**src/rtl/mult_div_unit.sv**
```systemverilog
// Iterative HI/LO multiply/divide unit: shift-add multiply and restoring divide, one bit per cycle.
// Optional macro MDU_SIGNED_EN enables signed MULT/DIV on op_i[1]; undefined builds are unsigned only.
module mult_div_unit #(
    parameter int N = 32
) (
    input  logic         clk,
    input  logic         reset,
    input  logic         start_i,
    input  logic [1:0]   op_i,
    input  logic [N-1:0] rs_data_i,
    input  logic [N-1:0] rt_data_i,
    output logic         busy_o,
    output logic         done_o,
    output logic         div_by_zero_o,
    output logic [N-1:0] hi_o,
    output logic [N-1:0] lo_o
);

    localparam int CW = $clog2(N) + 1;

    typedef enum logic [1:0] {
        IDLE   = 2'd0,
        RUN    = 2'd1,
        FINISH = 2'd2
    } state_t;

    state_t          state_q, state_d;
    logic [CW-1:0]   cnt_q, cnt_d;
    logic            is_div_q, is_div_d;
    logic [N:0]      acc_q, acc_d;
    logic [N-1:0]    q_q, q_d;
    logic [N-1:0]    b_q, b_d;
    logic [N-1:0]    dvd_q, dvd_d;
    logic [N-1:0]    hi_q, hi_d;
    logic [N-1:0]    lo_q, lo_d;
    logic            dbz_q, dbz_d;

    logic [N-1:0]    mag_a, mag_b;
    logic [N:0]      mul_sum, div_shift, div_diff, step_acc;
    logic [N-1:0]    step_q;
    logic [2*N-1:0]  prod;
    logic [N-1:0]    res_hi, res_lo;
    logic            res_dbz;

`ifdef MDU_SIGNED_EN
    logic            sign_a, sign_b;
    logic            neg_q, neg_d, negr_q, negr_d;

    assign sign_a = op_i[1] & rs_data_i[N-1];
    assign sign_b = op_i[1] & rt_data_i[N-1];
    assign mag_a  = sign_a ? -rs_data_i : rs_data_i;
    assign mag_b  = sign_b ? -rt_data_i : rt_data_i;
`else
    logic            unused_op;

    assign unused_op = op_i[1];
    assign mag_a     = rs_data_i;
    assign mag_b     = rt_data_i;
`endif

    // One iteration: {acc,q} is the shifting product, or {remainder,dividend/quotient}.
    // While the invariant remainder < divisor holds, bit N of the trial difference is the borrow.
    always_comb begin
        mul_sum   = acc_q + (q_q[0] ? {1'b0, b_q} : '0);
        div_shift = {acc_q[N-1:0], q_q[N-1]};
        div_diff  = div_shift - {1'b0, b_q};
        if (is_div_q) begin
            step_acc = {1'b0, div_diff[N] ? div_shift[N-1:0] : div_diff[N-1:0]};
            step_q   = {q_q[N-2:0], ~div_diff[N]};
        end else begin
            step_acc = {1'b0, mul_sum[N:1]};
            step_q   = {mul_sum[0], q_q[N-1:1]};
        end
    end

    always_comb begin
        prod    = {step_acc[N-1:0], step_q};
        res_dbz = 1'b0;
`ifdef MDU_SIGNED_EN
        if (neg_q) begin
            prod = -prod;
        end
`endif
        res_hi = prod[2*N-1:N];
        res_lo = prod[N-1:0];
        if (is_div_q) begin
            res_hi = step_acc[N-1:0];
            res_lo = step_q;
`ifdef MDU_SIGNED_EN
            if (neg_q) begin
                res_lo = -step_q;
            end
            if (negr_q) begin
                res_hi = -step_acc[N-1:0];
            end
`endif
            // A zero divisor reports the untouched dividend rather than the iteration result.
            if (b_q == '0) begin
                res_hi  = dvd_q;
                res_lo  = '1;
                res_dbz = 1'b1;
            end
        end
    end

    always_comb begin
        state_d  = state_q;
        cnt_d    = cnt_q;
        is_div_d = is_div_q;
        acc_d    = acc_q;
        q_d      = q_q;
        b_d      = b_q;
        dvd_d    = dvd_q;
        hi_d     = hi_q;
        lo_d     = lo_q;
        dbz_d    = dbz_q;
`ifdef MDU_SIGNED_EN
        neg_d    = neg_q;
        negr_d   = negr_q;
`endif
        case (state_q)
            RUN: begin
                acc_d = step_acc;
                q_d   = step_q;
                cnt_d = cnt_q + CW'(1);
                if (cnt_q == CW'(N - 1)) begin
                    state_d = FINISH;
                    cnt_d   = '0;
                    hi_d    = res_hi;
                    lo_d    = res_lo;
                    dbz_d   = res_dbz;
                end
            end
            default: begin
                state_d = IDLE;
                if (start_i) begin
                    state_d  = RUN;
                    cnt_d    = '0;
                    is_div_d = op_i[0];
                    acc_d    = '0;
                    q_d      = mag_a;
                    b_d      = mag_b;
                    dvd_d    = rs_data_i;
`ifdef MDU_SIGNED_EN
                    neg_d    = sign_a ^ sign_b;
                    negr_d   = sign_a;
`endif
                end
            end
        endcase
    end

    always_ff @(posedge clk or negedge reset) begin
        if (!reset) begin
            state_q <= IDLE;
        end else begin
            state_q <= state_d;
        end
    end

    always_ff @(posedge clk or negedge reset) begin
        if (!reset) begin
            cnt_q    <= '0;
            is_div_q <= 1'b0;
            acc_q    <= '0;
            q_q      <= '0;
            b_q      <= '0;
            dvd_q    <= '0;
            hi_q     <= '0;
            lo_q     <= '0;
            dbz_q    <= 1'b0;
`ifdef MDU_SIGNED_EN
            neg_q    <= 1'b0;
            negr_q   <= 1'b0;
`endif
        end else begin
            cnt_q    <= cnt_d;
            is_div_q <= is_div_d;
            acc_q    <= acc_d;
            q_q      <= q_d;
            b_q      <= b_d;
            dvd_q    <= dvd_d;
            hi_q     <= hi_d;
            lo_q     <= lo_d;
            dbz_q    <= dbz_d;
`ifdef MDU_SIGNED_EN
            neg_q    <= neg_d;
            negr_q   <= negr_d;
`endif
        end
    end

    assign busy_o        = (state_q == RUN);
    assign done_o        = (state_q == FINISH);
    assign div_by_zero_o = dbz_q;
    assign hi_o          = hi_q;
    assign lo_o          = lo_q;

endmodule

```
**config.mk**
```make
export PLATFORM = sky130hd
export DESIGN_NAME = mult_div_unit
export DESIGN_NICKNAME = d
export VERILOG_FILES = /design/src/rtl/mult_div_unit.sv
export SDC_FILE = /design/constraint.sdc
export NUM_CORES = 1
export LEC_CHECK = 0
export ABC_AREA = 1
export CAP_MARGIN = 25
export CELL_PAD_IN_SITES_DETAIL_PLACEMENT = 1
export CELL_PAD_IN_SITES_GLOBAL_PLACEMENT = 1
export CORE_ASPECT_RATIO = 2
export CORE_MARGIN = 3
export CORE_UTILIZATION = 25
export CTS_CLUSTER_DIAMETER = 50
export DETAILED_ROUTE_END_ITERATION = 8
export GPL_TIMING_DRIVEN = 0
export PLACE_DENSITY_LB_ADDON = 0.1
export SLEW_MARGIN = 10
export SYNTH_ARGS = -nofsm -noshare
export SYNTH_HDL_FRONTEND = slang
export SYNTH_SLANG_ARGS = --single-unit
```
**constraint.sdc**
```tcl
create_clock -name clk -period 4.9 [get_ports clk]
set_input_delay 0.98 -clock clk [delete_from_list [all_inputs] [get_ports clk]]
set_output_delay 0.98 -clock clk [all_outputs]
set_load 0.1 [all_outputs]
```
==> reports/metrics.cfg, run 1 <==
[setup_path]
crit_chain = inv_1, nand2_1, clkinv_1, clkbuf_1, clkbuf_1, clkdlybuf4s50_1
timing.critical_path.to_type = output pin
critPathBufInv = 5
criticalPathCategory = flip-flop to output pin
worst_path_dominant_cell_family = buffers and inverters
path_common_cell = clkbuf_1
timing.critical_path.arrival_ns = 3.76
crit_path_top_delay_cell = clkdlybuf4s50_1
critical-path-max-stage-delay_ns = 1.28
worstPathRequired_ns = 3.92
timing.critical_path.from_type = flip-flop
critPathMaxFanout = 10

[detailed_routing]
route.vias.total = 14300
routedWlPerCell_um = 22.5
drt_wl_total_mm = 67.6
drt-initial-drc-count = 539
drc = 0
drt_pre_antenna_iters = 5
route.antenna.remaining_nets = 0
drt-vias-per-instance = 4.76

[placement]
dp_cells = 2952
detailed_place_hpwl_mm = 56.6
place_congestion = 0.922
port_buffers = 134

[power]
vdd_ir_drop_max_mv = 0.386
power.switching_fraction_pct = 57.2
seq_power_share_pct = 20.6
p_sw_uw = 8010
p_per_area_nw_per_um2 = 816
pwr-share-clk_pct = 13.9
leakagePower_uw = 0.00881
comb_power_share_pct = 65.6
power.internal_uw = 5990

[final_layout]
final_core_utilization_pct = 31.0
most-common-layout-cells = nand2_1 (714), inv_1 (289), dfrtp_1 (202)
antenna-diode-count = 0
syn_to_final_growth_pct = 22.8
final.fill_count = 7036
most_common_cell_after_layout_fill_and_taps_aside = nand2_1
num-nets-final = 2373
final_layout_size_suffix_gt1_share_pct = 5.50
fin_cells = 2999

[logic_synthesis]
netlist_area_um2 = 14000
synth_cell_type_count = 52
synth_seq_area_share_pct = 36.2
syn_area_per_cell_um2 = 6.75
cell_count_after_synthesis = 2071
yosysWarningCount = 0
postSynthNetCount = 2207
post-synth-top-area-fraction_pct = 36.2
synthDominantAreaCellType = dfrtp_1
synth-seq-cells = 202
synthTopCellsByArea = dfrtp_1 (36%), nand2_1 (19%), inv_1 (7.8%)

[timing]
worst_hold_slack_ns = 0.239
maxClockFrequency_ghz = 0.211
worstMarginPinSlew_ns = 1.06
setup_violations = 0
fin_crit_sh_pct = 96.8
clock-skew-final_ns = 0.0188
timing.slew.headroom_pct = 29.2
drv_slew = 0
timing.final.crit_period_ns = 4.74
grt_setup_unrepaired = no
final-hold-violation-count = 0

[global_route]
groute.layer.met2.usage_pct = 45.6
number_of_global_route_vias_before_repair = 15900
grt-ovfl-total = 0
global_route_met3_usage_pct = 2.37
grt.busiest_layer = met2
grt_max_degree = 95
grt_antenna_before_repair = 0
first_pass_grt_wire_length_mm = 99.8
gr-usage-all-layers_pct = 22.7
grt.met1_usage_pct = 22.4

[cts]
cts_post_setup_buffers_inserted = 0
postCtsResizedCells = 0
total_clock_sinks = 202
cts.path.max_buffers = 3
post_cts_hold_buffer_count = 0
htree_levels = 1
tritoncts = done
cts.root.buffer_cell = clkbuf_16
cts_made_buffers = 27
path_clk_slew_ns = 0.06
clock_network_latency_to_the_later_pin_of_the_worst_skew_pair_ns = 0.57

[floorplan]
chipHeight_um = 340
pin_count = 136
core_area_um2 = 55300
effective_utilization_at_floorplan_pct = 25.3
die_area_um2 = 58900
rows = 122
chipWidth_um = 173

[run]
maxCapViolations = 0

[status]
outcome = finished, final reports clean

[hold_path]
worst_hold_path_type = primary input to async pin

layout make-up:
cell class / instances / area (um2) / area share [%]
Multi-Input combinational cell: 1501 / 7490 / 43.6
Sequential cell: 202 / 5050 / 29.5
Timing Repair Buffer: 137 / 1420 / 8.26
Inverter: 299 / 1120 / 6.54
Tap cell: 744 / 931 / 5.43
Clock buffer: 32 / 714 / 4.16
Buffer: 69 / 307 / 1.79
Clock inverter: 15 / 124 / 0.722
power by group through the flow:
stage	Clock [uW]	Combinational [uW]	Sequential, uW
after detailed placement	0	9200	2900
final	1940	9180	2880
after CTS	2010	9250	2890
after floorplan	0	4770	4170
after global placement	0	9080	2900
after global routing	2060	10100	2970
logic make-up after synthesis:
| family | synth area share [%] |
|---|---|
| fa+ha+maj | 6.11 |
| buf+inv | 10.2 |
| compound gates | 14.3 |
| xor+xnor | 1.07 |
| simple gates | 32.1 |
| flops | 36.2 |
per-layer routing:
| metal | up-vias | wire length [um] | share of wire [%] |
|---|---|---|---|
| met1 | 6929 | 24200 | 36 |
| met5 | - | 0 | 0 |
| met2 | 271 | 37500 | 55 |
| li1 | 6953 | - | - |
| met4 | 0 | 4050 | 6.0 |
| met3 | 119 | 1910 | 2.8 |
synthesized netlist by cell type (all sizes together):
| cell | instances |
|---|---|
| o21a | 6 |
| nand2 | 726 |
| ha | 65 |
| dfrtp | 202 |
| a21oi | 89 |
| nand2b | 1 |
| or2 | 25 |
| clkinv | 4 |
| nand4 | 18 |
| nor3b | 1 |
| nand3b | 12 |
| a22o | 1 |
| clkbuf | 44 |
| a21o | 5 |
| a31oi | 1 |
| a31o | 1 |
| nor3 | 20 |
| xnor2 | 4 |
| o221ai | 1 |
| a21boi | 22 |
| a2bb2oi | 6 |
| fa | 2 |
| o211a | 1 |
| o21bai | 9 |
| nor4 | 5 |
| xor2 | 13 |
| nand3 | 135 |
| a211oi | 5 |
| inv | 295 |
| nor2 | 123 |
| o21ai | 151 |
| buf | 25 |
| o22ai | 33 |
| and2 | 5 |
| o311ai | 1 |
| o211ai | 14 |
stage by stage:
stage               TNS (ns)  cell area, um2  power, uW  setup WS (ns)
global route               0           17200      15100         0.0613
global placement    -1395.28           16200      12000          -6.96
detailed placement         0           16300      12100          0.745
CTS                        0           17200      14100          0.116
floorplan                  0           14000       8950           1.99
finish                     0           17200      14000          0.159
path summary, 6_finish.rpt:
kind,cells past startpoint,end,slack [ns],from
min in group clk,2,dvd_q[0],0.49,dvd_q[0]
max in group asynchronous,3,lo_o[4],3.41,reset
min reg2reg,2,dvd_q[0],0.49,dvd_q[0]
max reg2reg,16,hi_o[24],0.93,q_q[0]
max,6,busy_o,0.16,state_q[1]
min,1,b_q[28],0.24,reset
sequential cells by signal, indices dropped and copies added, names as in the netlist:
signal,flops
state_q,2
div_by_zero_o,1
dvd_q,32
lo_o,32
is_div_q,1
acc_q,32
hi_o,32
b_q,32
cnt_q,6
q_q,32
Note: power is estimated with default switching activity, not from simulation.
==> run 2, diff against run 1 <==
Settings changed: RECOVER_POWER set to 100.
==> reports/metrics.cfg, run 2 (synthesis results as in run 1) <==
[placement]
post-place-ws_ns = 0.745  ; unchanged
dp_cells = 2952  ; unchanged
detailed_place_hpwl_mm = 56.6  ; unchanged
postPlaceCellArea_um2 = 16300  ; unchanged
port_buffers = 134  ; unchanged
place_congestion = 0.922  ; unchanged

[detailed_routing]
routedWlPerCell_um = 22.5  ; -0.32%
drt-initial-drc-count = 572  ; +6.1%
drt_wl_total_mm = 67.4  ; -0.32%
route.antenna.remaining_nets = 0  ; unchanged
drt_pre_antenna_iters = 4  ; -1
route.vias.total = 14200  ; -0.29%
drt-vias-per-instance = 4.74  ; -0.29%
drc = 0  ; unchanged

[timing]
final_critical_path_setup_slack_ns = 0.185  ; +0.0266 ns
grt_setup_unrepaired = no
timing.final.crit_period_ns = 4.71  ; -0.0266 ns
clock-skew-final_ns = 0.0175  ; -0.00127 ns
setup_violations = 0  ; unchanged
final-hold-violation-count = 0  ; unchanged
fin_crit_sh_pct = 96.2  ; -0.54 points
maxClockFrequency_ghz = 0.212  ; +0.56%
timing.slew.headroom_pct = -72.1  ; -100 points
worstMarginPinSlew_ns = 2.58  ; +1.52 ns
drv_slew = 94  ; +94

[final_layout]
area.sequential_um2 = 5050  ; unchanged
final_layout_size_suffix_gt1_share_pct = 4.66  ; -0.84 points
fin_cells = 2999  ; unchanged
most_common_cell_after_layout_fill_and_taps_aside = nand2_1
antenna-diode-count = 0  ; unchanged
most-common-layout-cells = nand2_1 (720), inv_1 (290), dfrtp_1 (202)
num-nets-final = 2373  ; unchanged
multiInputGateArea_um2 = 7450  ; -0.47%
final.fill_count = 7043  ; +0.099%
final_cell_area_um2 = 17100  ; -0.53%
syn_to_final_growth_pct = 22.2

[setup_path]
worstPathRequired_ns = 3.92  ; about the same
worst_r2r_startpoint = q_q[31]
worstRegToRegCells = 19  ; +3
timing.critical_path.arrival_ns = 3.73  ; -0.03 ns
timing.critical_path.from_type = flip-flop
critPathMaxFanout = 10  ; unchanged
criticalPathCategory = flip-flop to output pin
timing.critical_path.to_type = output pin
flop_to_flop_setup_slack_ns = 0.56  ; -0.37 ns
crit-reg2reg-capture = acc_q[22]

[cts]
cts.root.buffer_cell = clkbuf_16
cts_made_buffers = 27  ; unchanged
total_clock_sinks = 202  ; unchanged
postCtsResizedCells = 0  ; unchanged
clock_network_latency_to_the_later_pin_of_the_worst_skew_pair_ns = 0.57  ; about the same
cts.path.max_buffers = 3  ; unchanged
path_clk_slew_ns = 0.06  ; about the same
post_cts_hold_buffer_count = 0  ; unchanged
htree_levels = 1  ; unchanged
cts_post_setup_buffers_inserted = 0  ; unchanged
tritoncts = done

[status]
outcome = complete, but fails checks
failed_checks = capacitance limit, slew limit

[global_route]
grt_max_degree = 95  ; unchanged
number_of_global_route_vias_before_repair = 15900  ; unchanged
grt-ovfl-total = 0  ; unchanged
gr-usage-all-layers_pct = 22.7  ; unchanged
first_pass_grt_wire_length_mm = 99.8  ; unchanged
grt_antenna_before_repair = 0  ; unchanged

[hold_path]
worst_hold_path.num_cells = 2
holdPathEnd = dvd_q[0]
min-delay-start = dvd_q[0]
worst_hold_path_type = flip-flop to flip-flop

[power]
total_power_uw = 13800  ; -1.4%
p_per_area_nw_per_um2 = 808  ; -0.92%
leakagePower_uw = 0.00885  ; +0.44%
vdd_ir_drop_max_mv = 0.379  ; -1.6%

[floorplan]
effective_utilization_at_floorplan_pct = 25.3  ; unchanged
rows = 122  ; unchanged
pin_count = 136  ; unchanged
core_area_um2 = 55300  ; unchanged
chipHeight_um = 340  ; unchanged
die_area_um2 = 58900  ; unchanged
chipWidth_um = 173  ; unchanged

[run]
maxCapViolations = 1  ; +1

run 2: cell type report:
class / instances / area share (%)
buffer: 69 / 1.67
clock buffer: 32 / 4.19
clock inverter: 15 / 0.726
inverter: 299 / 6.58
multi-input combinational: 1501 / 43.7
sequential: 202 / 29.6
tap: 744 / 5.45
timing repair buffer: 137 / 8.10
run 2: how the worst max path moves through the flow:
| stage | from | to | cells after the start |
|---|---|---|---|
| 2_1_floorplan | state_q[1] | busy_o | 5 |
| 3_3_place_gp | reset | lo_o[4] | 1 |
| 3_5_place_dp | state_q[1] | busy_o | 6 |
| 4_1_cts | state_q[1] | busy_o | 6 |
| 5_1_grt | state_q[1] | busy_o | 6 |
| 6_report | state_q[1] | busy_o | 6 |
run 2: where the power goes:
group / internal (uW) / total, uW / leakage [uW] / switching, uW
Sequential: 2320 / 2870 / 0.00253 / 544
Clock: 1100 / 1940 / 0.000413 / 840
Combinational: 2430 / 8990 / 0.00591 / 6560
Total: 5850 / 13800 / 0.00885 / 7950
run 2: routing by layer:
metal | wire length [um] | up-vias | share of wire [%] | GRT usage, %
li1 | - | 6959 | - | -
met1 | 24000 | 6885 | 36 | 22.4
met2 | 37500 | 266 | 56 | 45.6
met3 | 1900 | 120 | 2.8 | 2.37
met4 | 4060 | 0 | 6.0 | 11.6
met5 | 0 | - | 0 | 0
run 2: stage by stage:
stage,util (%),hold slack (ns),setup TNS [ns]
after global routing,30.9,0.507,0
after global placement,29.4,0.460,-1395.28
after floorplan,-,0.442,0
after CTS,31.0,0.218,0
after detailed placement,29.5,0.473,0
final,30.9,0.485,0
run 2: critical path, cell delays in order, from the launching register on:
cell             delay, ns
dfrtp_1               0.36
inv_1                 0.09
nand2_1               0.13
clkinv_1              0.14
clkbuf_1              0.51
clkbuf_1              0.65
clkdlybuf4s50_1       1.27
==> run 3, diff against run 2 <==
Settings changed: RECOVER_POWER 100 to 50.
==> reports/metrics.cfg, run 3 (synthesis results as in run 1) <==
[floorplan]
rows = 122  ; unchanged
chipWidth_um = 173  ; unchanged
pin_count = 136  ; unchanged
core_area_um2 = 55300  ; unchanged
effective_utilization_at_floorplan_pct = 25.3  ; unchanged
die_area_um2 = 58900  ; unchanged
chipHeight_um = 340  ; unchanged

[timing]
worst_hold_slack_ns = 0.485  ; -0.0000550 ns
drv_slew = 94  ; unchanged
grt_setup_unrepaired = no
timing.slew.headroom_pct = -72.1  ; about the same
timing.final.crit_period_ns = 4.73  ; +0.0159 ns
setup_tns_ns = 0  ; unchanged
final-hold-violation-count = 0  ; unchanged
worstMarginPinSlew_ns = 2.58  ; -0.000660 ns
setup_violations = 0  ; unchanged
final_critical_path_setup_slack_ns = 0.169  ; -0.0159 ns
fin_crit_sh_pct = 96.5  ; +0.33 points
maxClockFrequency_ghz = 0.211  ; -0.34%
clock-skew-final_ns = 0.0176  ; +0.0000837 ns

[cts]
cts_made_buffers = 27  ; unchanged
path_clk_slew_ns = 0.06  ; about the same
total_clock_sinks = 202  ; unchanged
cts.path.max_buffers = 3  ; unchanged
cts_post_setup_buffers_inserted = 0  ; unchanged
cts.root.buffer_cell = clkbuf_16
post_cts_hold_buffer_count = 0  ; unchanged
postCtsResizedCells = 0  ; unchanged
clock_network_latency_to_the_later_pin_of_the_worst_skew_pair_ns = 0.57  ; about the same
tritoncts = done
htree_levels = 1  ; unchanged

[setup_path]
timing.critical_path.arrival_ns = 3.75  ; +0.02 ns
worst_setup_path_endpoint = busy_o
crit-reg2reg-capture = hi_o[24]
worstRegToRegCells = 16  ; -3
criticalPathCategory = flip-flop to output pin
timing.critical_path.from_type = flip-flop
crit_startpoint = state_q[1]
flop_to_flop_setup_slack_ns = 0.93  ; +0.37 ns
critPathMaxFanout = 10  ; unchanged
worst_r2r_startpoint = q_q[0]
worstPathRequired_ns = 3.92  ; about the same
timing.critical_path.to_type = output pin

[detailed_routing]
route.antenna.remaining_nets = 0  ; unchanged
drc = 0  ; unchanged
route.vias.total = 14300  ; +0.17%
drt-vias-per-instance = 4.75  ; +0.17%
routedWlPerCell_um = 22.5  ; +0.25%
drt_wl_total_mm = 67.6  ; +0.25%
drt-initial-drc-count = 587  ; +2.6%
drt_pre_antenna_iters = 5  ; +1

[placement]
detailed_place_hpwl_mm = 56.6  ; unchanged
dp_cells = 2952  ; unchanged
port_buffers = 134  ; unchanged
post-place-ws_ns = 0.745  ; unchanged
place_congestion = 0.922  ; unchanged

[status]
failed_checks = capacitance limit, slew limit
outcome = complete, but fails checks

[global_route]
grt-ovfl-total = 0  ; unchanged
grt_antenna_before_repair = 0  ; unchanged
number_of_global_route_vias_before_repair = 15900  ; unchanged
grt_max_degree = 95  ; unchanged
first_pass_grt_wire_length_mm = 99.8  ; unchanged
gr-usage-all-layers_pct = 22.7  ; unchanged

[final_layout]
fin_cells = 2999  ; unchanged
num-nets-final = 2373  ; unchanged
final_core_utilization_pct = 31.0  ; +0.097 points
final_layout_size_suffix_gt1_share_pct = 5.37  ; +0.71 points
syn_to_final_growth_pct = 22.5
most_common_cell_after_layout_fill_and_taps_aside = nand2_1
final.fill_count = 7041  ; -0.028%
most-common-layout-cells = nand2_1 (714), inv_1 (289), dfrtp_1 (202)
antenna-diode-count = 0  ; unchanged

[power]
power.internal_uw = 5990  ; +2.3%
p_per_area_nw_per_um2 = 817  ; +1.1%
vdd_ir_drop_max_mv = 0.386  ; +1.6%
p_sw_uw = 8000  ; +0.72%
comb_power_share_pct = 65.6  ; +0.4 points
leakagePower_uw = 0.00879  ; -0.70%
power.switching_fraction_pct = 57.2  ; -0.39 points
seq_power_share_pct = 20.6  ; -0.2 points
pwr-share-clk_pct = 13.9  ; about the same

[run]
maxCapViolations = 1  ; unchanged

[hold_path]
worst_hold_path_type = flip-flop to flip-flop

[run 3: cell count changes in the layout (fill, tap and decap cells not counted), sizes merged]
cell and change:
clkbuf -9, clkdlybuf4s50 +66, dlygate4sd3 -66, buf +9
[run 3: worst min path at each step]
stage / start / end / slack (ns) / cells past startpoint
2_1_floorplan: dvd_q[18] / dvd_q[18] / 0.44 / 2
3_3_place_gp: dvd_q[0] / dvd_q[0] / 0.46 / 2
3_5_place_dp: dvd_q[0] / dvd_q[0] / 0.47 / 2
6_report: dvd_q[0] / dvd_q[0] / 0.49 / 2
4_1_cts: reset / b_q[28] / 0.22 / 1
5_1_grt: dvd_q[18] / dvd_q[18] / 0.51 / 2
[run 3: final cells by class]
| cell class | instances | area (um2) | area share [%] |
|---|---|---|---|
| buffer | 69 | 304 | 1.78 |
| clock buffer | 32 | 714 | 4.17 |
| clock inverter | 15 | 124 | 0.724 |
| inverter | 299 | 1120 | 6.56 |
| multi-input combinational | 1501 | 7490 | 43.7 |
| sequential | 202 | 5050 | 29.5 |
| tap | 744 | 931 | 5.44 |
| timing repair buffer | 137 | 1380 | 8.08 |
[run 3: power by group through the flow]
stage | combinational [uW] | sequential (uW) | clock [uW]
floorplan | 4770 | 4170 | 0
global placement | 9080 | 2900 | 0
detailed placement | 9200 | 2900 | 0
CTS | 9250 | 2890 | 2010
global route | 10100 | 2970 | 2060
finish | 9170 | 2880 | 1940
[run 3: layer usage]
metal	up-vias	track usage, %	part of all wire [%]
met1	6904	22.4	36
met4	0	11.6	6.0
met5	-	0	0
met2	279	45.6	55
met3	117	2.37	2.8
li1	6954	-	-
[run 3: worst max-delay path, cell delays in order (launching register included)]
cell	delay (ns)
dfrtp_1	0.36
inv_1	0.09
nand2_1	0.13
clkinv_1	0.14
clkbuf_1	0.52
clkbuf_1	0.66
clkdlybuf4s50_1	1.27
[run 3: stage by stage]
step / area [um2] / power [uW]
after floorplan: 14000 / 8950
after global placement: 16200 / 12000
after detailed placement: 16300 / 12100
after CTS: 17200 / 14100
after global routing: 17100 / 15100
final: 17100 / 14000
